$ cat config.mk
export PLATFORM = sky130hd
export DESIGN_NAME = sr_flop_bank_flat
export DESIGN_NICKNAME = d
export VERILOG_FILES = /design/src/rtl/sr_flop_bank_if.sv /design/src/rtl/sr_flop_bank.sv /design/src/flat_wrapper.sv
export SDC_FILE = /design/constraint.sdc
export NUM_CORES = 1
export LEC_CHECK = 0
export ABC_AREA = 1
export CORE_MARGIN = 1.5
export CORE_UTILIZATION = 30
export CTS_BUF_LIST = sky130_fd_sc_hd__clkbuf_8
export DETAILED_ROUTE_END_ITERATION = 7
export PLACE_DENSITY = 0.59
export SYNTH_ARGS = -nofsm -noshare
export SYNTH_HDL_FRONTEND = slang
export SYNTH_SLANG_ARGS = --single-unit
$ cat constraint.sdc
create_clock -name CLK -period 1.3 [get_ports CLK]
set_input_delay 0.325 -clock CLK [delete_from_list [all_inputs] [get_ports CLK]]
set_output_delay 0.325 -clock CLK [all_outputs]
set_load 0.05 [all_outputs]
$ cat src/rtl/sr_flop_bank_if.sv
`default_nettype none
// ============================================================================
// Module   : sr_flop_bank_if
// Purpose  : Bundles the per-channel command inputs and the status outputs
//            of sr_flop_bank so they can be passed around as one port.
// Signals  : S_n, R_n  [WIDTH] active-low set / reset commands
//            ERR_CLR         synchronous clear of the sticky error flags
//            Q, Q_not [WIDTH] stored state and its complement
//            ERR      [WIDTH] sticky invalid-command flags
//            ERR_ANY         OR of all ERR bits
//            INV_CNT  [8]    saturating invalid-event count
//                            (present only with SR_INV_COUNT_EN)
// Modports : master drives commands; slave is the flop bank itself.
// Revision : 1.0 - initial release
// ============================================================================
interface sr_flop_bank_if #(
  parameter int WIDTH = 8
);
  logic [WIDTH-1:0] S_n;
  logic [WIDTH-1:0] R_n;
  logic             ERR_CLR;
  logic [WIDTH-1:0] Q;
  logic [WIDTH-1:0] Q_not;
  logic [WIDTH-1:0] ERR;
  logic             ERR_ANY;
`ifdef SR_INV_COUNT_EN
  logic [7:0]       INV_CNT;

  modport master (output S_n, R_n, ERR_CLR,
                  input  Q, Q_not, ERR, ERR_ANY, INV_CNT);
  modport slave  (input  S_n, R_n, ERR_CLR,
                  output Q, Q_not, ERR, ERR_ANY, INV_CNT);
`else
  modport master (output S_n, R_n, ERR_CLR,
                  input  Q, Q_not, ERR, ERR_ANY);
  modport slave  (input  S_n, R_n, ERR_CLR,
                  output Q, Q_not, ERR, ERR_ANY);
`endif
endinterface
`default_nettype wire

$ cat src/rtl/sr_flop_bank.sv
`default_nettype none
// ============================================================================
// Module   : sr_flop_bank
// Purpose  : WIDTH independent clocked SR storage channels with active-low
//            set/reset commands, a per-channel stability (glitch) filter,
//            configurable resolution of the invalid both-low command and
//            sticky per-channel invalid-command error flags.
// Ports    : CLK    rising-edge clock
//            RST_N  asynchronous active-low reset
//            bus    sr_flop_bank_if.slave (S_n, R_n, ERR_CLR in;
//                   Q, Q_not, ERR, ERR_ANY [, INV_CNT] out)
// Params   : WIDTH    number of channels
//            FILT     sampled cycles a command must be stable (1..15,
//                     0 behaves as 1)
//            INV_MODE invalid command action: 0 hold, 1 set, 2 clear
//                     (3 and above behave as 0)
//            RST_VAL  reset value of every Q bit
// Options  : SR_INV_COUNT_EN adds an 8-bit saturating count of qualified
//            invalid events on bus.INV_CNT.
// Revision : 1.0 - initial release
// ============================================================================
module sr_flop_bank #(
  parameter int WIDTH    = 8,
  parameter int FILT     = 2,
  parameter int INV_MODE = 0,
  parameter int RST_VAL  = 0
) (
  input  logic          CLK,
  input  logic          RST_N,
  sr_flop_bank_if.slave bus
);

  // Out-of-range parameters are folded onto legal values here so the rest
  // of the logic only ever sees a valid filter length and action.
  localparam logic [3:0] c_FILT_EFF     = (FILT <= 0)  ? 4'd1  :
                                          (FILT >= 15) ? 4'd15 : 4'(FILT);
  localparam int         c_INV_MODE_EFF = (INV_MODE == 1 || INV_MODE == 2) ?
                                          INV_MODE : 0;
  localparam logic       c_RST_BIT      = (RST_VAL != 0);

  logic [WIDTH-1:0] r_s_q;
  logic [WIDTH-1:0] r_r_q;
  logic [3:0]       r_cnt [WIDTH];
  logic [WIDTH-1:0] r_fresh;    // sample qualifies for the first time
  logic [WIDTH-1:0] r_q;
  logic [WIDTH-1:0] r_err;

  logic [WIDTH-1:0] w_same;
  logic [3:0]       w_cnt_nxt [WIDTH];
  logic [WIDTH-1:0] w_fresh_nxt;
  logic [WIDTH-1:0] w_inv_new;
  logic [WIDTH-1:0] w_q_nxt;
  logic [WIDTH-1:0] w_err_nxt;

  always_comb begin
    w_same      = '0;
    w_fresh_nxt = '0;
    w_inv_new   = '0;
    w_q_nxt     = r_q;
    w_err_nxt   = r_err;
    for (int i = 0; i < WIDTH; i++) begin
      w_cnt_nxt[i] = 4'd1;

      w_same[i] = (bus.S_n[i] == r_s_q[i]) && (bus.R_n[i] == r_r_q[i]);
      if (w_same[i]) begin
        w_cnt_nxt[i] = (r_cnt[i] >= c_FILT_EFF) ? c_FILT_EFF : r_cnt[i] + 4'd1;
      end

      // A qualification is "new" when the counter reaches FILT from below,
      // or when a changed sample qualifies immediately (FILT of 1). A sample
      // that simply stays qualified is a repeat, not a new event.
      w_fresh_nxt[i] = (w_cnt_nxt[i] == c_FILT_EFF) &&
                       !(w_same[i] && (r_cnt[i] == c_FILT_EFF));

      w_inv_new[i] = r_fresh[i] & ~r_s_q[i] & ~r_r_q[i];

      // The registered sample is the command; it is applied on every cycle
      // it stays qualified, which is harmless since all actions are
      // idempotent.
      if (r_cnt[i] == c_FILT_EFF) begin
        case ({r_s_q[i], r_r_q[i]})
          2'b01:   w_q_nxt[i] = 1'b1;
          2'b10:   w_q_nxt[i] = 1'b0;
          2'b00: begin
            if (c_INV_MODE_EFF == 1)      w_q_nxt[i] = 1'b1;
            else if (c_INV_MODE_EFF == 2) w_q_nxt[i] = 1'b0;
          end
          default: w_q_nxt[i] = r_q[i];
        endcase
      end

      // A new invalid qualification wins over a simultaneous clear.
      w_err_nxt[i] = w_inv_new[i] | (r_err[i] & ~bus.ERR_CLR);
    end
  end

  always_ff @(posedge CLK or negedge RST_N) begin
    if (!RST_N) begin
      r_s_q   <= '1;
      r_r_q   <= '1;
      r_fresh <= '0;
      r_q     <= {WIDTH{c_RST_BIT}};
      r_err   <= '0;
      for (int i = 0; i < WIDTH; i++) begin
        r_cnt[i] <= 4'd0;
      end
    end else begin
      r_s_q   <= bus.S_n;
      r_r_q   <= bus.R_n;
      r_fresh <= w_fresh_nxt;
      r_q     <= w_q_nxt;
      r_err   <= w_err_nxt;
      for (int i = 0; i < WIDTH; i++) begin
        r_cnt[i] <= w_cnt_nxt[i];
      end
    end
  end

  assign bus.Q       = r_q;
  assign bus.Q_not   = ~r_q;
  assign bus.ERR     = r_err;
  assign bus.ERR_ANY = |r_err;

`ifdef SR_INV_COUNT_EN
  logic [7:0]  r_inv_cnt;
  logic [31:0] w_inc;
  logic [31:0] w_sum;
  logic [7:0]  w_inv_cnt_nxt;

  // A clear in the same cycle as new events restarts the count from the
  // increment rather than from zero.
  always_comb begin
    w_inc = '0;
    for (int i = 0; i < WIDTH; i++) begin
      w_inc = w_inc + 32'(w_inv_new[i]);
    end
    w_sum         = (bus.ERR_CLR ? 32'd0 : 32'(r_inv_cnt)) + w_inc;
    w_inv_cnt_nxt = (w_sum > 32'd255) ? 8'hFF : w_sum[7:0];
  end

  always_ff @(posedge CLK or negedge RST_N) begin
    if (!RST_N) begin
      r_inv_cnt <= 8'd0;
    end else begin
      r_inv_cnt <= w_inv_cnt_nxt;
    end
  end

  assign bus.INV_CNT = r_inv_cnt;
`else
  // Invalid-event counter not built.
`endif

endmodule
`default_nettype wire

$ cat src/flat_wrapper.sv
// flat-port wrapper written by rule: the top's interface ports become plain ports
module sr_flop_bank_flat 
#(
  parameter int WIDTH    = 8,
  parameter int FILT     = 2,
  parameter int INV_MODE = 0,
  parameter int RST_VAL  = 0
)
  (CLK, RST_N, bus_S_n, bus_R_n, bus_ERR_CLR, bus_Q, bus_Q_not, bus_ERR, bus_ERR_ANY);
  sr_flop_bank_if #(.WIDTH(WIDTH)) bus_i ();
  input  logic CLK;
  input  logic RST_N;
  input wire logic [$bits(bus_i.S_n)-1:0] bus_S_n;
  input wire logic [$bits(bus_i.R_n)-1:0] bus_R_n;
  input wire logic [$bits(bus_i.ERR_CLR)-1:0] bus_ERR_CLR;
  output wire logic [$bits(bus_i.Q)-1:0] bus_Q;
  output wire logic [$bits(bus_i.Q_not)-1:0] bus_Q_not;
  output wire logic [$bits(bus_i.ERR)-1:0] bus_ERR;
  output wire logic [$bits(bus_i.ERR_ANY)-1:0] bus_ERR_ANY;
  assign bus_i.S_n = bus_S_n;
  assign bus_i.R_n = bus_R_n;
  assign bus_i.ERR_CLR = bus_ERR_CLR;
  assign bus_Q = bus_i.Q;
  assign bus_Q_not = bus_i.Q_not;
  assign bus_ERR = bus_i.ERR;
  assign bus_ERR_ANY = bus_i.ERR_ANY;
  sr_flop_bank #(.WIDTH(WIDTH), .FILT(FILT), .INV_MODE(INV_MODE), .RST_VAL(RST_VAL)) u_core (.CLK(CLK), .RST_N(RST_N), .bus(bus_i));
endmodule
==> Word-level counts from Yosys, hierarchy flattened <==
Index checks and enable logic that the tools add are counted.
{ "word_totals": {"elab_cells": 207, "input_bits": 19, "regBits": 72, "output_inout_bits": 25} }
{ "op_classes": {"mux": 24, "n_reduce_logical": 49, "bitwise_logic": 50, "n_eq_ne": 48, "n_lt_le_gt_ge": 8, "addsub": 8} }
{ "ops": {"columns": ["operator", "n"], "rows": [
  ["$eq A4 B2 Y1 const B", 16],
  ["$mux W4", 16],
  ["$add A4 B1 Y4 const B", 8],
  ["$ge A4 B2 Y1 const B", 8],
  ["$and A1 B1 Y1", 24],
  ["$logic_and A1 B1 Y1", 24],
  ["$not A1 Y1", 17],
  ["$eq A1 B1 Y1", 16],
  ["$eq A2 B1 Y1 const B", 8],
  ["$eq A2 B2 Y1 const B", 8],
  ["$pmux W1 S2", 8],
  ["$reduce_and A2 Y1", 8],
  ["$reduce_bool A2 Y1", 8],
  ["$logic_not A1 Y1", 8],
  ["$not A8 Y8", 1],
  ["$or A1 B1 Y1", 8],
  ["$reduce_or A8 Y1", 1]
]} }

==> Longest topological paths before layout <==
{ "logic_depth": {"word_depth": 5, "ltp_mapped": 8, "depth_no_buf": 8} }

==> Least setup slack after synthesis <==
Ideal clock, no wire load.
{ "synth_path": {"path_kind": "register to output", "start": "register u_core.r_err[4] (netlist: u_core.bus.ERR[4])", "end": "output port bus_ERR_ANY", "stages_incl_launch_ff": 3, "path_slack_ns": -0.228, "path_buffers": 0, "t_required_ns": 0.975, "arrival_ns": 1.203, "cell_sequence": "dfrtp_1 > nor4_1 > nand2_1"} }
{ "synth_via": {"elab_chain_cells": 1} }
{ "synth_lines": {"columns": ["element", "line_no", "rtl"], "rows": [
  ["start, declared", "sr_flop_bank.sv:46", "logic [WIDTH-1:0] r_err;"],
  ["start signal, assigned", "sr_flop_bank.sv:112", "r_err <= w_err_nxt;"],
  ["$reduce_or A8 Y1", "sr_flop_bank.sv:122", "assign bus.ERR_ANY = |r_err;"],
  ["end, declared", "flat_wrapper.sv:19", "output wire logic [$bits(bus_i.ERR_ANY)-1:0] bus_ERR_ANY;"]
]} }
Every way passes these cells.

==> Worst setup path in the final report <==
Ends and elaborated chain as after synthesis.

==> impl_metrics.py <==
metrics = {
    "place": {
        "portBuffers": 43,
        "hpwl_um": 4390,
        "gp_congestion": 0.793,
        "place_ws_ns": -0.134,
    },
    "logic_synthesis": {
        "yosysUniqueCellTypes": 20,
        "yosysTopAreaCellShare_pct": 42.3,
        "synthTopCellsByArea": "dfrtp_1 (42%), dfstp_2 (13%), nand2_1 (9.2%)",
        "ys_seq_area_share_pct": 55.0,
        "syn-instance-count": 361,
        "ys_ff_latch": 72,
        "ys_warn_count": 0,
        "yosysTopAreaCell": "dfrtp_1",
        "synth_area_sq_um": 3310,
        "syn_area_per_cell_sq_um": 9.17,
    },
    "power_and_ir_drop": {
        "p_seq_share_pct": 37.3,
        "clockPowerShare_pct": 27.7,
        "powerDensity_nw_per_um2": 1510,
        "switching_power_mw": 2.36,
        "peakVddDrop_mv": 0.889,
        "p_leak_nw": 2.34,
        "p_sw_share_pct": 32.2,
        "p_int_mw": 4.96,
        "combPwrFrac_pct": 35.0,
        "total_power_mw": 7.32,
    },
    "global_routing": {
        "grt_pass1_vias": 2401,
        "grt_usage_pct": 11.5,
        "grt_pass1_wl_um": 10500,
        "grt_max_degree": 73,
        "antenna_found_initial": 0,
        "overflow": 0,
    },
    "critical_path": {
        "worstSetupPathType": "register to output port",
        "cp-start-kind": "register",
        "critPathArrivalTime_ns": 1.31,
        "critPathRequiredTime_ns": 0.98,
        "worstSetupEndpointType": "output port",
        "crit_fanout": 2,
    },
    "cts": {
        "clockBufferDepth": 2,
        "hold_buffers": 0,
        "cts_max_level": 3,
        "cts_tree": "yes",
        "cts_root_buf": "clkbuf_8",
        "cts_sinks": 72,
        "cts_buffers": 9,
        "worstSkewPairLatency_ns": 0.34,
        "clk_pin_slew_ns": 0.07,
    },
    "sta": {
        "final.setup.worst_slack_ns": -0.334,
        "setup_viol": 17,
        "hold_violations": 0,
        "post-route-min-period_ns": 1.63,
        "maxSlewViolCount": 0,
        "min_period_over_period_pct": 126,
        "finClkSkew_ns": 0.00890,
        "fmax_mhz": 612,
        "rsz0062_at_grt": "yes",
    },
    "route": {
        "dr.max_layer_used": "met4",
        "ant_nets": 0,
        "drtPass1Iterations": 4,
        "post_drt_wl_per_cell_um": 10.3,
        "num_vias": 2479,
        "met1_length_um": 2650,
        "avgViaCountPerCell": 4.15,
        "drt_iter0_drc": 57,
        "wl_um": 6170,
        "route.met2.wl_um": 3180,
        "drc": 0,
        "met3_length_um": 242,
    },
    "finish": {
        "finalCoreUtilization_pct": 45.0,
        "diodes": 0,
        "area_growth_syn_to_layout_pct": 46.8,
        "fin_nets": 495,
        "drive_above_1_share_pct": 36.1,
    },
    "die": {
        "start_util_pct": 30.7,
        "rows": 38,
        "ios": 44,
        "die-area_sq_um": 11700,
        "die_h_um": 108,
        "coreArea_sq_um": 10800,
        "die_w_um": 108,
    },
    "status": {
        "violations": "negative setup slack",
        "outcome": "finished with violations",
    },
    "hold_path": {
        "min_path_type": "input port to async pin",
    },
    "run": {
        "cap_violations": 0,
    },
}
worst max-delay path, cell delays in order, from the launching register on:
cell and delay (ns):
dfrtp_2 0.43, nor4_4 0.28, nand2_2 0.10, buf_6 0.16
cells in the final DEF, fill, tap and decap left out, drive strengths merged, types with 8 or more instances in the layout:
cell type	count
dfrtp	56
dfstp	16
ha	24
nand2	83
buf	56
o21a	8
conb	8
inv	75
clkdlybuf4s50	17
clkbuf	12
nand3	10
nor2	58
cells in the mapped netlist, drive strengths merged:
cell	n
dfrtp	56
ha	24
o21a	8
o21ai	4
nand2	83
nor4	2
o22ai	4
nand3	10
nor3	1
a31oi	7
nor2	58
dfstp	16
xnor2	7
nand4	7
conb	1
inv	73
sequential cells by signal (all words and copies together), names as in the netlist:
name	flops
u_core.bus.Q	8
u_core.r_cnt	32
u_core.r_r_q	8
u_core.r_s_q	8
u_core.bus.ERR	8
u_core.r_fresh	8
path summary, 6_finish.rpt:
path / from / to / slack, ns / cells after the start
worst max-delay path: u_core.bus.ERR[4] / bus_ERR_ANY / -0.33 / 3
worst max register to register: u_core.r_r_q[7] / u_core.bus.Q[7] / 0.06 / 5
worst min register to register: u_core.r_fresh[4] / u_core.bus.ERR[4] / 0.46 / 2
max in group asynchronous: RST_N / u_core.r_s_q[4] / 0.96 / 2
worst min-delay path: RST_N / u_core.bus.Q[3] / 0.004 / 2
min in group CLK: bus_S_n[2] / u_core.r_s_q[2] / 0.44 / 1
logic make-up (layout without fill, tap and decap cells):
family	after synthesis	after routing	synth area share, %
AOI/OAI and AO/OA	23	23	4.50
xor gates and xnor gates	7	7	2.08
adders and majority gates	24	24	9.07
buffers and inverters	73	162	8.28
DFF	72	72	55.0
other	1	8	0.113
and+or+nand+nor	161	161	20.9
final cells by class:
type / count / area, sq um
tap: 140 / 175
fill: 1005 / 5930
timing repair buffer: 73 / 943
inverter: 73 / 274
clock buffer: 12 / 165
sequential: 72 / 1830
multi-input combinational: 223 / 1400
clock inverter: 4 / 67.6
power groups by stage:
stage | registers, mW | logic, mW | clock network (mW)
floorplan | 3.05 | 0.833 | 0
global placement | 2.74 | 2.37 | 0
detailed placement | 2.75 | 2.39 | 0
CTS | 2.73 | 2.46 | 2.09
global route | 2.77 | 2.72 | 2.20
finish | 2.74 | 2.56 | 2.03
stage by stage:
step	hold slack [ns]	std cells	setup TNS (ns)	cell area [sq um]
finish	0.00368	597	-1.01	4860
detailed placement	0.386	566	-1.47	4340
global route	0.0240	597	-1.97	4860
global placement	0.387	566	-1.10	4340
CTS	0.0102	585	-1.32	4630
floorplan	0.0294	368	-0.0697	3360
timing repair:
action,in CTS,in global routing
pin swaps,1,20
endpoints found under the setup margin,20,43
resized for setup,19,40
buffers inserted,3,15
metal layers:
metal	vias to the layer above	GRT usage (%)
li1	1281	-
met1	1152	13.4
met2	38	19.7
met3	8	3.50
met4	0	4.32
met5	-	0
Power figures use the tool's default switching activity.
